## config.mk

```make
export PLATFORM = sky130hd
export DESIGN_NAME = board_tile_writer
export DESIGN_NICKNAME = d
export VERILOG_FILES = /design/src/rtl/board_tile_writer.sv
export SDC_FILE = /design/constraint.sdc
export NUM_CORES = 1
export LEC_CHECK = 0
export CAP_MARGIN = 30
export CORE_MARGIN = 4
export CORE_UTILIZATION = 46
export CTS_BUF_LIST = sky130_fd_sc_hd__clkbuf_4
export CTS_CLUSTER_DIAMETER = 60
export DETAILED_ROUTE_END_ITERATION = 8
export PLACE_DENSITY = 0.69
export SYNTH_ARGS = -nofsm -noshare
export SYNTH_HDL_FRONTEND = slang
export SYNTH_SLANG_ARGS = --single-unit
export TNS_END_PERCENT = 1
```

## constraint.sdc

```tcl
create_clock -name clk_i -period 2.8 [get_ports clk_i]
set_input_delay 0.56 -clock clk_i [delete_from_list [all_inputs] [get_ports clk_i]]
set_output_delay 0.56 -clock clk_i [all_outputs]
set_load 0.005 [all_outputs]
```

## src/rtl/board_tile_writer.sv

```systemverilog
// rtl/board_tile_writer.sv - turns board draw/clear commands into sequential tile-RAM writes
// Optional: define BOARD_TILE_WRITER_CURSOR_EN to make mark 3 draw a cursor border.
module board_tile_writer #(
  parameter int RAM_DATA_WIDTH = 7,
  parameter int RAM_ADDR_WIDTH = 9,
  parameter int SCREEN_COLS    = 20,
  parameter int SCREEN_ROWS    = 15,
  parameter int CELL_TILES     = 4,
  parameter int ORIGIN_ROW     = 1,
  parameter int ORIGIN_COL     = 4,
  parameter int BG_TILE        = 0,
  parameter int EMPTY_BASE     = 48,
  parameter int X_BASE         = 16,
  parameter int O_BASE         = 32,
  parameter int CURSOR_BASE    = 64
) (
  input  logic                      clk_i,
  input  logic                      rst_i,
  input  logic                      req_valid_i,
  output logic                      req_ready_o,
  input  logic                      req_clear_i,
  input  logic [1:0]                req_row_i,
  input  logic [1:0]                req_col_i,
  input  logic [1:0]                req_mark_i,
  output logic                      busy_o,
  output logic                      done_o,
  output logic                      err_o,
  output logic [RAM_DATA_WIDTH-1:0] data_o,
  output logic [RAM_ADDR_WIDTH-1:0] write_addr_o,
  output logic                      we_o
);
  localparam int SCREEN_TILES = SCREEN_COLS * SCREEN_ROWS;
  localparam int AW = RAM_ADDR_WIDTH + 2;
  localparam int CW = ($clog2(SCREEN_TILES + 1) > 5) ? $clog2(SCREEN_TILES + 1) : 5;
  localparam int DW = RAM_DATA_WIDTH;

  typedef enum logic [1:0] {IDLE, CLEAR, DRAW, FINISH} state_t;

  state_t        state_q, state_d;
  logic [CW-1:0] cnt_q, cnt_d, step;
  logic [1:0]    row_q, col_q, mark_q;
  logic          accept, legal, mark_ok;
  logic          we_d, err_d;
  logic [DW-1:0] data_d, base, draw_data;
  logic [RAM_ADDR_WIDTH-1:0] addr_d;
  logic [AW-1:0] tile_row, tile_col, draw_addr;

  assign accept = req_valid_i && req_ready_o;

`ifdef BOARD_TILE_WRITER_CURSOR_EN
  assign mark_ok = 1'b1;
  // Cursor only paints the cell border: jump over the two interior tiles of rows 1 and 2.
  assign step = (mark_q == 2'd3 && (cnt_q[3:0] == 4'd4 || cnt_q[3:0] == 4'd8)) ? CW'(3) : CW'(1);
`else
  assign mark_ok = (req_mark_i != 2'd3);
  assign step    = CW'(1);
`endif

  assign legal = (req_row_i != 2'd3) && (req_col_i != 2'd3) && mark_ok;

  // cnt_q[3:2] is the tile row (ty) inside the cell, cnt_q[1:0] the tile column (tx).
  assign tile_row  = AW'(ORIGIN_ROW) + AW'(row_q) * AW'(CELL_TILES) + AW'(cnt_q[3:2]);
  assign tile_col  = AW'(ORIGIN_COL) + AW'(col_q) * AW'(CELL_TILES) + AW'(cnt_q[1:0]);
  assign draw_addr = tile_row * AW'(SCREEN_COLS) + tile_col;

  always_comb begin
    base = DW'(EMPTY_BASE);
    case (mark_q)
      2'd1:    base = DW'(X_BASE);
      2'd2:    base = DW'(O_BASE);
      2'd3:    base = DW'(CURSOR_BASE);
      default: base = DW'(EMPTY_BASE);
    endcase
  end

  assign draw_data = base + DW'(cnt_q[3:2]) * DW'(CELL_TILES) + DW'(cnt_q[1:0]);

  // Counter runs one past the last tile so the write pipeline drains before FINISH.
  always_comb begin
    state_d = state_q;
    cnt_d   = cnt_q;
    we_d    = 1'b0;
    err_d   = 1'b0;
    data_d  = data_o;
    addr_d  = write_addr_o;
    case (state_q)
      IDLE: begin
        if (accept) begin
          cnt_d = '0;
          if (req_clear_i) begin
            state_d = CLEAR;
          end else if (legal) begin
            state_d = DRAW;
          end else begin
            state_d = FINISH;
            err_d   = 1'b1;
          end
        end
      end
      CLEAR: begin
        if (cnt_q == CW'(SCREEN_TILES)) begin
          state_d = FINISH;
        end else begin
          we_d   = 1'b1;
          addr_d = RAM_ADDR_WIDTH'(cnt_q);
          data_d = DW'(BG_TILE);
          cnt_d  = cnt_q + CW'(1);
        end
      end
      DRAW: begin
        if (cnt_q[4]) begin
          state_d = FINISH;
        end else begin
          we_d   = 1'b1;
          addr_d = draw_addr[RAM_ADDR_WIDTH-1:0];
          data_d = draw_data;
          cnt_d  = cnt_q + step;
        end
      end
      FINISH:  state_d = IDLE;
      default: state_d = IDLE;
    endcase
  end

  always_ff @(posedge clk_i or posedge rst_i) begin
    if (rst_i) begin
      state_q      <= IDLE;
      cnt_q        <= '0;
      row_q        <= '0;
      col_q        <= '0;
      mark_q       <= '0;
      req_ready_o  <= 1'b1;
      busy_o       <= 1'b0;
      done_o       <= 1'b0;
      err_o        <= 1'b0;
      we_o         <= 1'b0;
      data_o       <= '0;
      write_addr_o <= '0;
    end else begin
      state_q      <= state_d;
      cnt_q        <= cnt_d;
      if (accept) begin
        row_q  <= req_row_i;
        col_q  <= req_col_i;
        mark_q <= req_mark_i;
      end
      req_ready_o  <= (state_d == IDLE);
      busy_o       <= (state_d != IDLE);
      done_o       <= (state_d == FINISH);
      err_o        <= err_d;
      we_o         <= we_d;
      data_o       <= data_d;
      write_addr_o <= addr_d;
    end
  end
endmodule
```

==> flow_results.org <==
** Status
- The flow ran to the end, and the final reports show no timing, DRC or antenna violations.

** Finish
- Cell area after layout :: 0.00263 mm2
- Fin nets :: 286
- The library cells used most frequently in the layout, excluding fill and tap cells, are sky130_fd_sc_hd__dfrtp_1 (37), sky130_fd_sc_hd__clkdlybuf4s50_1 (30), sky130_fd_sc_hd__nand2_1 (24), sky130_fd_sc_hd__o21ai_0 (22), sky130_fd_sc_hd__inv_1 (19).
- The number of antenna diodes in the final layout is 0.
- The post-route netlist has 9.73% of its cells at a drive strength greater than 1.
- Relative area change from synthesis to final layout :: 19.4%
- Final core utilization :: 58.5%
- Leading cell type in the layout, fill and taps excluded :: sky130_fd_sc_hd__dfrtp_1

** Yosys
- Part of the Yosys area used for sequential elements :: 43.2%
- Among all flip-flop cells after synthesis, the most frequent one is sky130_fd_sc_hd__dfrtp_1.
- In this run, synthesis inferred 0 flip-flops with an integrated enable.
- Synth warn :: 0
- The synthesized netlist contains 46 unique library cells.
- After synthesis, the mean cell area works out to 9.98 um2.
- Synthesis handed over a netlist of 221 instances.
- Async set-or-reset flop fraction in the synthesized netlist :: 100%
- The mapped netlist covers 0.00221 mm2.
- FF+latch count, synth :: 38
- Number of nets in the synthesized netlist :: 251

** Drt
- The first TritonRoute pass finished after 4 iterations.
- Overall routed net length :: 4.85 mm
- Detailed router's first-iteration violation count :: 115
- DR vias/cell :: 5.77
- Post-route ant nets :: 0
- Average routed wire per standard cell :: 15.7 um
- Total vias in the final route :: 1,783
- For this run, design rule violations remaining after detail routing come to 0.

** Worst setup path
- The setup path with the least slack is of type reg2reg.
- CP Data Arrival Time :: 2.90 ns
- For the worst setup path, the data required time is 3.08 ns.
- Critical path destination :: write_addr_o[6]
- Start point of the critical path :: cnt_q[3]
- In this run the worst path has a maximum fanout of 7.
- Worst reg2reg path depth :: 8
- In this run the critical register-to-register path is captured at write_addr_o[6].
- Reg2reg setup slack :: 0.18 ns
- The worst register-to-register path begins at cnt_q[3].
- The worst setup path is captured at a register.
- Kind of start point of the critical path :: register

** Global route
- Vias in the first global route :: 1,714
- Met3 global-route usage :: 3.63%
- First-pass GRT wire length :: 8.15 mm
- For met2 alone, demand over resource in global routing was 27.0%.
- Pin count of the biggest net entering global routing :: 39
- The total overflow left after global routing is 0.
- After global routing, the most crowded layer is met2.
- Antenna violations before repair :: 0
- Across every metal layer, demand over resource in global routing totals 17.2%.
- Global-route met1 utilization :: 23.6%

** STA
- Of the available clock period, the critical path in the final layout requires 93.6%.
- In this run the tightest slew margin relative to its limit is 66.5%.
- At the pin with the least slew margin, the transition time is 0.500 ns.
- Setup repair after global routing left no endpoint under its margin.
- Across the routed clock network, the largest skew measured is 0.0116 ns.
- For the finished layout, the period the worst path requires is 2.62 ns.
- Setup violations remaining at the end of the flow were counted as 0.
- The number of hold violations in the final report is 0.
- Setup TNS :: 0 ns
- Worst setup slack after layout :: 0.179 ns
- Highest attainable clock frequency :: 382 MHz
- The count of final max-slew check failures is 0.

** Floorplanning
- 31 I/O pins were placed.
- The floorplan step defined a die boundary enclosing 0.00597 mm2.
- Die Y-Extent :: 77.3 um
- Starting Density :: 49.0%
- Horiz. Die Dim :: 77.3 um
- Core region area :: 0.00450 mm2
- Cell Rows :: 24

** Clocking
- Clock input transition at the sequential cells of the worst setup and hold paths :: 0.12 ns
- Worst-Skew Late Latency :: 0.34 ns
- Clock tree synthesis found a total of 38 sinks.
- Counting along the longest clock path gives a buffer depth of 2.
- Clock tree from TritonCTS :: yes
- Number of buffers added by the clock tree synthesis step :: 5
- Cell at the root of the clock tree :: sky130_fd_sc_hd__clkbuf_4
- Once the clock tree was built, the setup fixing pass inserted 0 buffers.
- H-tree depth :: 2

** Worst hold path
- Hold/Removal Path Class :: reg2reg

** Pwr
- The analysis attributes to cell leakage a power of 1.21 nW.
- Max rail drop VDD :: 0.163 mV
- Power spread over the standard cell area amounts to 325 mW/mm2.
- Power comes to 857 uW.

** Place
- Placer's final routability congestion estimate :: 0.873
- Port buffering added 30 buffers.
- Once placement finished, the instance area stood at 0.00258 mm2.
- Hpwl dp :: 3.64 mm
- OpenSTA, run right after detailed placement, puts the worst setup slack at 0.187 ns.

** Flow run
- The tool flagged a number of max-cap violations equal to 0.
==> what timing repair did <==
| action | 4_1_cts | 5_1_grt |
|---|---|---|
| hold endpoints to repair | 0 | 0 |
| gates resized for setup | 0 | 1 |
| endpoints found under the setup margin | 0 | 1 |
| hold buffers | 0 | 0 |
==> per-stage QoR <==
stage	hold WS, ns	std cells
floorplan	0.455	221
global placement	0.462	301
detailed placement	0.469	301
CTS	0.494	309
global route	0.523	309
finish	0.483	309
==> how the worst min path moves through the flow <==
stage | slack [ns] | to | start | cells past startpoint
final | 0.48 | data_o[4] | data_o[4] | 2
after global routing | 0.52 | data_o[0] | data_o[0] | 2
after CTS | 0.49 | data_o[6] | data_o[6] | 2
after detailed placement | 0.47 | data_o[6] | data_o[6] | 2
after global placement | 0.46 | write_addr_o[7] | write_addr_o[7] | 2
after floorplan | 0.46 | data_o[5] | mark_q[0] | 1
==> critical path, cell delays in order (launching register included) <==
cell	delay, ns
sky130_fd_sc_hd__dfrtp_1	0.48
sky130_fd_sc_hd__nand3_1	0.13
sky130_fd_sc_hd__xnor2_1	0.23
sky130_fd_sc_hd__ha_1	0.27
sky130_fd_sc_hd__ha_1	0.22
sky130_fd_sc_hd__fa_1	0.48
sky130_fd_sc_hd__or3_1	0.39
sky130_fd_sc_hd__a31oi_1	0.17
sky130_fd_sc_hd__mux2_2	0.17
==> logic make-up (layout without fill, tap and decap cells) <==
| kind of cell | Yosys count | count (layout) | share of synthesized area (%) |
|---|---|---|---|
| flip-flops | 38 | 38 | 43.2 |
| multiplexers | 11 | 11 | 5.39 |
| adder cells (fa/ha/maj) | 20 | 20 | 12.0 |
| XOR/XNOR | 6 | 6 | 3.01 |
| buffers and inverters | 27 | 63 | 4.99 |
| AND/OR/NAND/NOR | 62 | 62 | 14.6 |
| AO/OA/AOI/OAI | 57 | 57 | 16.8 |
==> synthesized netlist by cell type (2+ instances only) <==
cell type / n / area, um2
sky130_fd_sc_hd__o22ai_1: 2 / 12.5
sky130_fd_sc_hd__o211ai_1: 6 / 45.0
sky130_fd_sc_hd__fa_1: 2 / 40.0
sky130_fd_sc_hd__ha_1: 18 / 225
sky130_fd_sc_hd__inv_1: 19 / 71.3
sky130_fd_sc_hd__or3_1: 2 / 12.5
sky130_fd_sc_hd__xor2_1: 2 / 17.5
sky130_fd_sc_hd__nor3_1: 4 / 20.0
sky130_fd_sc_hd__nand4_1: 5 / 31.3
sky130_fd_sc_hd__buf_2: 7 / 35.0
sky130_fd_sc_hd__xnor2_1: 3 / 26.3
sky130_fd_sc_hd__nand2_1: 24 / 90.1
sky130_fd_sc_hd__a22o_1: 2 / 17.5
sky130_fd_sc_hd__nor2_1: 6 / 22.5
sky130_fd_sc_hd__a21oi_1: 7 / 35.0
sky130_fd_sc_hd__mux2_2: 7 / 78.8
sky130_fd_sc_hd__mux2i_1: 4 / 40.0
sky130_fd_sc_hd__a31oi_1: 3 / 18.8
sky130_fd_sc_hd__dfrtp_1: 37 / 926
sky130_fd_sc_hd__o211a_1: 2 / 20.0
sky130_fd_sc_hd__nor4_1: 3 / 18.8
sky130_fd_sc_hd__o21a_1: 4 / 30.0
sky130_fd_sc_hd__nand4b_1: 2 / 17.5
sky130_fd_sc_hd__o21ai_0: 22 / 110
sky130_fd_sc_hd__nand3_1: 7 / 35.0
==> report_power, final <==
| group | switching, mW | internal, mW |
|---|---|---|
| clock network | 0.177 | 0.104 |
| logic | 0.0143 | 0.0131 |
| registers | 0 | 0.549 |
==> routing by layer <==
metal / share of wire [%] / vias to the layer above
li1: - / 867
met1: 47 / 861
met2: 47 / 49
met3: 4.8 / 6
met4: 1.3 / 0
met5: 0 / -
==> registers in the layout, summed over array words and instances, names as in the netlist <==
| register | count |
|---|---|
| row_q | 2 |
| req_ready_o | 1 |
| state_q | 2 |
| err_o | 1 |
| col_q | 2 |
| we_o | 1 |
| write_addr_o | 9 |
| data_o | 7 |
| done_o | 1 |
| busy_o | 1 |
| mark_q | 2 |
| cnt_q | 9 |
==> layout make-up <==
cell class | count | area [um2]
Timing Repair Buffer | 36 | 345
Clock buffer | 6 | 45.0
Inverter | 19 | 71.3
Multi-Input combinational cell | 156 | 1150
Clock inverter | 2 | 8.76
Sequential cell | 38 | 952
Fill cell | 425 | 1870
Tap cell | 52 | 65.1
(Power assumes the default switching activity.)
==> variant (same settings) <==
`RAM_ADDR_WIDTH`: 9 -> 11.
--- a/src/rtl/board_tile_writer.sv
+++ b/src/rtl/board_tile_writer.sv
@@ -2,7 +2,7 @@
 // Optional: define BOARD_TILE_WRITER_CURSOR_EN to make mark 3 draw a cursor border.
 module board_tile_writer #(
   parameter int RAM_DATA_WIDTH = 7,
-  parameter int RAM_ADDR_WIDTH = 9,
+  parameter int RAM_ADDR_WIDTH = 11,
   parameter int SCREEN_COLS    = 20,
   parameter int SCREEN_ROWS    = 15,
   parameter int CELL_TILES     = 4,
Interface: changed (resized write_addr_o); port bits go from 31 to 33. No check against the original RTL was run, so the function may have changed too.
==> variant against the original RTL <==
Via count grew 0.56%; area after synthesis grew 3.6%; final area grew 5.7%; largest power group unchanged; sequential cell count grew 2; combinational power grew 3%; highest routed layer unchanged; maximum frequency shrank 1.2%; cell count grew 7.1%; sequential share of layout area shrank 0.14 points; clock power grew 39%; setup slack lost 0.033 ns; power grew 16%; non-clock buffer count grew 3; routed wire length grew 5.4%.
==> variant: results (changes against the original RTL) <==
stage	metric	value	unit	change
cells_and_area	largest registers	write_addr_o (11), cnt_q (9), data_o (7)		
clock_network	Clock transition at path regs	0.13	ns	
synth	top cells by count, synth	39 x dfrtp_1, 24 x nand2_1, 21 x o21ai_0, 17 x ha_1, 17 x inv_1		
global_routing	global-route wire length before repair	8700	um	+6.8%
placed_design	Placed Area	2700	um2	+4.6%
detailed_routing	Vias/cell	5.42		-6.1%
hold_path	worst min path class	reg -> reg		
clock_network	Clock Tree Buf Depth	2		unchanged
clock_network	Root Driver	clkbuf_4		
setup_path	CP Max Fanout	6		-1
synth	ys async rst share	1.00		unchanged
synth	YS warnings	0		unchanged
detailed_routing	met2 WL	2360	um	+2.9%
cells_and_area	diodes inserted	0		unchanged
global_routing	total track usage	0.180		+0.00814
detailed_routing	first drt pass iteration count	5		+1
synth	Post-Syn Area per Cell	10.2	um2	+1.8%
detailed_routing	1st-iter DRT viols	72		-37%
placed_design	HPWL after DPL	3790	um	+4.0%
detailed_routing	highest routed layer	met4		
synth	main flop type after synthesis	dfrtp_1		
placed_design	routability cong.	1.01		+16%
placed_design	DP Worst Slack	0.161	ns	-0.0261 ns
global_routing	initial antenna violation count	0		unchanged
synth	largest cells by area after synthesis	dfrtp_1 43%, ha_1 9.3%, o21ai_0 4.6%		
global_routing	global-route track usage on met1	0.243		+0.00753
detailed_routing	Avg WL per Cell	15.4	um	-1.6%
power	internal power	777	uW	+17%
clock_network	H-Tree Depth	2		unchanged
cells_and_area	FILL cells	425		unchanged
setup_path	Worst Path Arrival	2.89	ns	about the same
timing	clock skew	0.0119	ns	+0.000271 ns
placed_design	placed instance count	323		+7.3%
power	peak supply drop	197	uV	+21%
global_routing	met2 usage	0.288		+0.0174
global_routing	vias in the first global route	1789		+4.4%
synth	Netlist cell types	47		+2.2%
clock_network	Num CTS Buffers	5		unchanged
cells_and_area	share of cells above drive strength 1	0.102		+0.00500
synth	Net Count, Synth	254		+1.2%
placed_design	I/O Buffers	32		+6.7%
power	static leakage	0.00120	uW	-1.5%
detailed_routing	met3 wire len	210	um	-9.1%
global_routing	met3 GRT Util	0.0436		+0.00728
detailed_routing	wire length on met1	2470	um	+9.1%
run_status	status	complete, no violations		
cells_and_area	Final nets	292		+2.1%
detailed_routing	Post-Route WL	5110	um	+5.4%
timing	Slew @ Worst Pin	0.637	ns	+0.137 ns
synth	Seq/Total Area, Yosys	0.438		+0.00677
global_routing	largest net degree at the start of global routing	41		+5.1%
clock_network	Skew-Pair Late Insertion Delay	0.36	ns	+0.02 ns
==> variant: worst max-delay path: stages (launching register included) <==
cell and delay (ns):
dfrtp_1 0.42, ha_1 0.28, and3_1 0.23, ha_1 0.33, fa_1 0.50, xor2_2 0.27, and4b_1 0.26, xor2_1 0.15
o211ai_1 0.09
==> variant: logic make-up (layout without fill, tap and decap cells) <==
family	Yosys count	in the layout	synth area share
simple gates	71	71	0.168
compound gates	53	53	0.160
flops	40	40	0.438
buf+inv	25	64	0.0487
fa+ha+maj	19	19	0.111
mux	11	11	0.0514
xor+xnor	6	6	0.0230
==> variant: what timing repair did <==
item,CTS,global route
hold buffers,0,0
endpoints found under the setup margin,0,1
buffers inserted,0,0
resized for setup,0,1
==> variant: power by group through the flow <==
stage	registers (uW)	clock network [uW]	logic, uW
after floorplan	589	0	10.1
after global placement	589	0	29.4
after detailed placement	589	0	29.6
after CTS	578	402	29.7
after global routing	578	424	32.1
final	578	391	28.2
==> variant: final timing paths <==
path,startpoint,endpoint,slack [ns],depth (start not counted)
max,cnt_q[2],write_addr_o[8],0.15,8
min,data_o[1],data_o[1],0.49,2
max reg2reg,cnt_q[2],write_addr_o[8],0.15,8
min reg2reg,data_o[1],data_o[1],0.49,2
max in group asynchronous,rst_i,req_ready_o,1.82,3
min in group asynchronous,rst_i,cnt_q[7],0.61,3
==> variant: cell type report <==
type                            instances  area (um2)  area share
Sequential cell                        40        1000       0.360
Inverter                               17        63.8      0.0229
Timing Repair Buffer                   39         373       0.134
Clock inverter                          3        42.5      0.0153
Clock buffer                            5        37.5      0.0135
Tap cell                               67        83.8      0.0301
Multi-Input combinational cell        160        1180       0.424
